[src/rtl/chess_pkg.sv]
// Shared chess definitions: square codes, color bit, start position and writer FSM states.
package chess_pkg;

  localparam logic [2:0] PIECE_EMPTY  = 3'd0;
  localparam logic [2:0] PIECE_PAWN   = 3'd1;
  localparam logic [2:0] PIECE_KNIGHT = 3'd2;
  localparam logic [2:0] PIECE_BISHOP = 3'd3;
  localparam logic [2:0] PIECE_ROOK   = 3'd4;
  localparam logic [2:0] PIECE_QUEEN  = 3'd5;
  localparam logic [2:0] PIECE_KING   = 3'd6;

  localparam int unsigned COLOR_BIT = 3;
  localparam logic COLOR_WHITE = 1'b0;
  localparam logic COLOR_BLACK = 1'b1;

  // Square n occupies bits [4n+3:4n]; rows listed top (row 7) to bottom (row 0).
  localparam logic [255:0] INIT_BOARD = {
    32'hCABEDBAC,
    32'h99999999,
    128'h0,
    32'h11111111,
    32'h42365324
  };

  typedef enum logic [1:0] {
    IDLE,
    SELECTED,
    COMMIT
  } state_t;

  function automatic logic is_own_piece(input logic [3:0] sq, input logic turn);
    return (sq[2:0] != PIECE_EMPTY) && (sq[COLOR_BIT] == turn);
  endfunction

endpackage

[src/rtl/chess_board_writer_btn_edge.sv]
// 5-bit rising-edge detector; previous samples reset high so a held button needs a release first.
module btn_edge (
  input  logic       CLK,
  input  logic       RESET,
  input  logic [4:0] btn,
  output logic [4:0] rise
);

  logic [4:0] prev;

  always_ff @(posedge CLK or posedge RESET) begin
    if (RESET) prev <= '1;
    else       prev <= btn;
  end

  assign rise = btn & ~prev;

endmodule

[src/rtl/chess_board_writer.sv]
// Board state owner: cursor motion, selection and committed moves.
// Optional PAWN_PROMOTE_EN: pawns reaching the far rank become queens.
module chess_board_writer
  import chess_pkg::*;
(
  input  logic         CLK,
  input  logic         RESET,
  input  logic         BTN_UP,
  input  logic         BTN_DOWN,
  input  logic         BTN_LEFT,
  input  logic         BTN_RIGHT,
  input  logic         BTN_SEL,
  output logic [255:0] BOARD,
  output logic [5:0]   CURSOR_ADDR,
  output logic [5:0]   SELECT_ADDR,
  output logic         SELECT_EN,
  output logic         TURN,
  output logic         MOVE_DONE
);

  logic [4:0] rise;
  logic [5:0] cursor_next;
  logic [5:0] dest;
  logic [3:0] cur_piece;
  logic [3:0] sel_piece;
  logic [3:0] moved_piece;
  logic       own_at_cursor;
  state_t     state;

  btn_edge u_btn_edge (
    .CLK  (CLK),
    .RESET(RESET),
    .btn  ({BTN_SEL, BTN_RIGHT, BTN_LEFT, BTN_DOWN, BTN_UP}),
    .rise (rise)
  );

  always_comb begin
    cursor_next = CURSOR_ADDR;
    if (rise[0]) begin
      if (CURSOR_ADDR[5:3] != 3'd7) cursor_next = {CURSOR_ADDR[5:3] + 3'd1, CURSOR_ADDR[2:0]};
    end else if (rise[1]) begin
      if (CURSOR_ADDR[5:3] != 3'd0) cursor_next = {CURSOR_ADDR[5:3] - 3'd1, CURSOR_ADDR[2:0]};
    end else if (rise[2]) begin
      if (CURSOR_ADDR[2:0] != 3'd0) cursor_next = {CURSOR_ADDR[5:3], CURSOR_ADDR[2:0] - 3'd1};
    end else if (rise[3]) begin
      if (CURSOR_ADDR[2:0] != 3'd7) cursor_next = {CURSOR_ADDR[5:3], CURSOR_ADDR[2:0] + 3'd1};
    end
  end

  always_comb begin
    cur_piece     = BOARD[{CURSOR_ADDR, 2'b00} +: 4];
    sel_piece     = BOARD[{SELECT_ADDR, 2'b00} +: 4];
    own_at_cursor = is_own_piece(cur_piece, TURN);
    moved_piece   = sel_piece;
`ifdef PAWN_PROMOTE_EN
    if (sel_piece[2:0] == PIECE_PAWN &&
        ((sel_piece[COLOR_BIT] == COLOR_WHITE && dest[5:3] == 3'd7) ||
         (sel_piece[COLOR_BIT] == COLOR_BLACK && dest[5:3] == 3'd0)))
      moved_piece = {sel_piece[COLOR_BIT], PIECE_QUEEN};
`endif
  end

  // SEL always evaluates the pre-move cursor; the cursor still moves that same cycle.
  always_ff @(posedge CLK or posedge RESET) begin
    if (RESET) begin
      BOARD       <= INIT_BOARD;
      CURSOR_ADDR <= '0;
      SELECT_ADDR <= '0;
      SELECT_EN   <= 1'b0;
      TURN        <= COLOR_WHITE;
      MOVE_DONE   <= 1'b0;
      dest        <= '0;
      state       <= IDLE;
    end else begin
      MOVE_DONE <= 1'b0;
      case (state)
        IDLE: begin
          CURSOR_ADDR <= cursor_next;
          if (rise[4] && own_at_cursor) begin
            SELECT_ADDR <= CURSOR_ADDR;
            SELECT_EN   <= 1'b1;
            state       <= SELECTED;
          end
        end
        SELECTED: begin
          CURSOR_ADDR <= cursor_next;
          if (rise[4]) begin
            if (CURSOR_ADDR == SELECT_ADDR) begin
              SELECT_EN <= 1'b0;
              state     <= IDLE;
            end else if (own_at_cursor) begin
              SELECT_ADDR <= CURSOR_ADDR;
            end else begin
              dest  <= CURSOR_ADDR;
              state <= COMMIT;
            end
          end
        end
        COMMIT: begin
          BOARD[{dest, 2'b00} +: 4]        <= moved_piece;
          BOARD[{SELECT_ADDR, 2'b00} +: 4] <= '0;
          SELECT_EN <= 1'b0;
          TURN      <= ~TURN;
          MOVE_DONE <= 1'b1;
          state     <= IDLE;
        end
        default: state <= IDLE;
      endcase
    end
  end

endmodule

[config.mk]
export PLATFORM = sky130hd
export DESIGN_NAME = chess_board_writer
export DESIGN_NICKNAME = d
export VERILOG_FILES = /design/src/rtl/chess_pkg.sv /design/src/rtl/chess_board_writer_btn_edge.sv /design/src/rtl/chess_board_writer.sv
export SDC_FILE = /design/constraint.sdc
export NUM_CORES = 1
export LEC_CHECK = 0
export CORE_MARGIN = 2
export CORE_UTILIZATION = 46
export DETAILED_ROUTE_END_ITERATION = 7
export PLACE_DENSITY = 0.71
export SYNTH_ARGS = -nofsm -noshare
export SYNTH_HDL_FRONTEND = slang
export SYNTH_SLANG_ARGS = --single-unit
[constraint.sdc]
create_clock -name CLK -period 20.7 [get_ports CLK]
set_clock_uncertainty 0.1 [all_clocks]
set_input_delay 4.14 -clock CLK [delete_from_list [all_inputs] [get_ports CLK]]
set_output_delay 4.14 -clock CLK [all_outputs]
set_load 0.01 [all_outputs]
==> run summary <==
Status: completed
Post-CTS Setup Bufs: 0
RSZ-0062 raised after global routing: false
Hpwl dp: 48100 µm
# setup viols final: 0
Buf/Inv on CP: 1
IO Pins: 278
Setup TNS: 0 ns
Max Clk Rate: 157 MHz
Largest net degree at the start of global routing: 127
GPL Wtd Cong: 0.995
Flop-to-flop setup slack: 14.82 ns
Hold buffers post-CTS: 0
CP Capture Type: output port
Power Dens Cells: 149 mW/mm²
Asr flop ratio synth: 1.00
Critical-path cell list: clkdlybuf4s50_1
Tot GR Track Use: 0.369
Reg2Reg Depth: 10
Pre-Repair DR Iteration Count: 7
Num rows: 68
CTS tree: yes
H-tree levels: 2
Area grow syn2layout: 25.7%
Leak: 8.15 nW
Warnings, synthesis: 0
Wire per inst: 29.7 µm
Netlist cell types: 85
Routed Antenna Nets: 0
Crit Path Max Fanout: 18
Yosys top cell area share: 0.343
Inserted Clock Buffers: 34
Die ar.: 0.0369 mm²
Worst Hold End: BOARD[220]
Die W: 192 µm
DIE HEIGHT: 192 µm
Max_cap viols: 0
Mean area per synthesized cell: 10.1 µm²
Clk buf depth: 3
CP max-delay cell: dfrtp_1
Post-synth EDFFs: 0
Share of layout cells above drive strength 1: 0.122
CP max stage delay: 0.87 ns
Post-route DRC: 0
Gr ovfl total: 0
Syn_nets: 1626
Clk_lat worst skew: 0.53 ns
R2r startpoint: SELECT_ADDR[0]
DRT iter0 DRCs: 2186
Final #Nets: 1854
Post_cts resized: 0
Core ar.: 0.0346 mm²
HP Start: BOARD[220]
R2R Path End: BOARD[86]
Crit start category: flip-flop
Top cells by area, synth: dfrtp_1, dfstp_2, mux2i_1, mux4_2, a22o_1
Initial Util: 0.469
Final Routed Wirelength: 68700 µm
Worst slew pin tran: 1.42 ns
CTS Root Cell: clkbuf_16
Initial antenna violation count: 2
Min Clock Period, post-route: 6.37 ns
Yosys top cell by area: dfrtp_1
Cells after Synth: 1606
Worst-case vdd ir drop: 0.0000934 V
CP Class: flip-flop to output port
Synthesized flop and latch total: 284
Tcrit/Tclk final: 0.308
Hold slack: 0.403 ns
CP required: 16.46 ns
First-pass GRT wire length: 100000 µm
Data arrival time of the critical path: 2.13 ns
Worst setup path start: SELECT_ADDR[5]
Clock Pin Slew Worst Setup and Hold Paths: 0.06 ns
Main flop type after synthesis: dfrtp_1
Hold Path Class: flip-flop to flip-flop
Hold depth: 2
CP top delay family: flip-flops
Vias after detailed routing: 15950
Sink Count: 284
Number of global-route vias before repair: 15337
Hold Violations, Final: 0
Buffers on Ports: 277
Max Slew Vio Count: 0
Synth Cell Area: 0.0163 mm²
Sequential share of the synthesized area: 0.442
Worst slew margin: 0.0506
Via density per instance: 6.89
## placed cells by master (no fill, tap or decap), types with 12 or more instances in the layout
cell type        netlist  layout
o21ai_1               23      23
ha_1                  12      12
o221ai_1              32      32
a21oi_1               77      77
mux4_2                43      43
nand2_1              178     178
nor4_1                32      30
clkbuf_16              0      37
dfrtp_1              223     219
nand3_1               25      25
nor4b_1               18      18
nor3_1                46      46
dfstp_2               61      61
buf_4                  3      23
inv_1                 31      30
o22ai_1               61      61
clkdlybuf4s50_1        0     277
mux2i_1              118     118
o21ai_0               87      87
nor2_1               123     123
a22oi_1               13      13
a211oi_1              18      18
a22o_1                96      96
and2_1                14      14
## area by class of cell
| type | instances | area [µm²] |
|---|---|---|
| fillers | 2923 | 14200 |
| multi-input cells | 1182 | 8420 |
| flip-flops and latches | 284 | 7190 |
| repair buffers | 300 | 2950 |
| clock buffers | 53 | 1080 |
| well taps | 455 | 569 |
| inverters | 32 | 128 |
| clock inverters | 7 | 87.6 |
| diodes | 1 | 2.50 |
## flip-flops by register name, summed over array words and instances (netlist names)
| register | count |
|---|---|
| CURSOR_ADDR | 6 |
| SELECT_EN | 1 |
| state | 2 |
| MOVE_DONE | 1 |
| BOARD | 256 |
| TURN | 1 |
| dest | 6 |
| u_btn_edge.prev | 5 |
| SELECT_ADDR | 6 |
## where the power goes
group / leakage (nW) / internal [W] / total, W / switching (W)
Combinational: 3.88 / 0.000538 / 0.00157 / 0.00103
Sequential: 3.69 / 0.000669 / 0.000860 / 0.000191
Clock: 0.573 / 0.000382 / 0.000622 / 0.000241
## worst max-delay path by stage
| stage | to | slack (ns) | cells after the start |
|---|---|---|---|
| global placement | SELECT_ADDR[1] | 14.15 | 3 |
| detailed placement | SELECT_ADDR[1] | 14.12 | 3 |
| floorplan | BOARD[0] | 8.73 | 1 |
| finish | SELECT_ADDR[5] | 14.33 | 1 |
| CTS | SELECT_ADDR[5] | 14.40 | 1 |
| global route | SELECT_ADDR[5] | 14.32 | 1 |
## Yosys cell counts, types with 8 or more instances
cell and count:
o221ai_1 32, buf_6 8, mux2_4 9, xnor2_1 11, a211oi_1 18, o22ai_1 61, nor3_1 46, nor4b_1 18
nand2_1 178, inv_1 31, nor2b_1 10, o211ai_1 8, a22oi_1 13, o2bb2ai_1 9, buf_2 45, a21oi_1 77
dfrtp_1 223, clkbuf_1 48, o21ai_1 23, o41ai_1 10, mux2i_1 118, and2_1 14, nand3_1 25, mux4_2 43
o21ai_0 87, nor4_1 32, ha_1 12, a31oi_1 9, dfstp_2 61, nor2_1 123, a22o_1 96
## metrics by stage
step                power, W   util  setup slack [ns]  cells  area [µm²]
floorplan            0.00170      -              8.73   1606       16300
global placement     0.00234  0.556             14.15   2253       19300
detailed placement   0.00236  0.556             14.12   2253       19300
CTS                  0.00298  0.590             14.40   2313       20400
global route         0.00313  0.590             14.32   2313       20400
finish               0.00305  0.590             14.33   2314       20400
## routing by layer
layer	global-route usage	share of wire
met4	0.194	0.057
met5	0	0.00017
met3	0.0901	0.12
met1	0.501	0.38
met2	0.546	0.44
## cell families after synthesis
| kind of cell | count (synthesis) | share of synthesized area |
|---|---|---|
| fa+ha+maj | 13 | 0.0105 |
| xor+xnor | 18 | 0.0102 |
| buf+inv | 140 | 0.0412 |
| flops | 284 | 0.442 |
| mux | 175 | 0.146 |
| simple gates | 497 | 0.147 |
| compound gates | 479 | 0.203 |
Power figures use the tool's default switching activity.
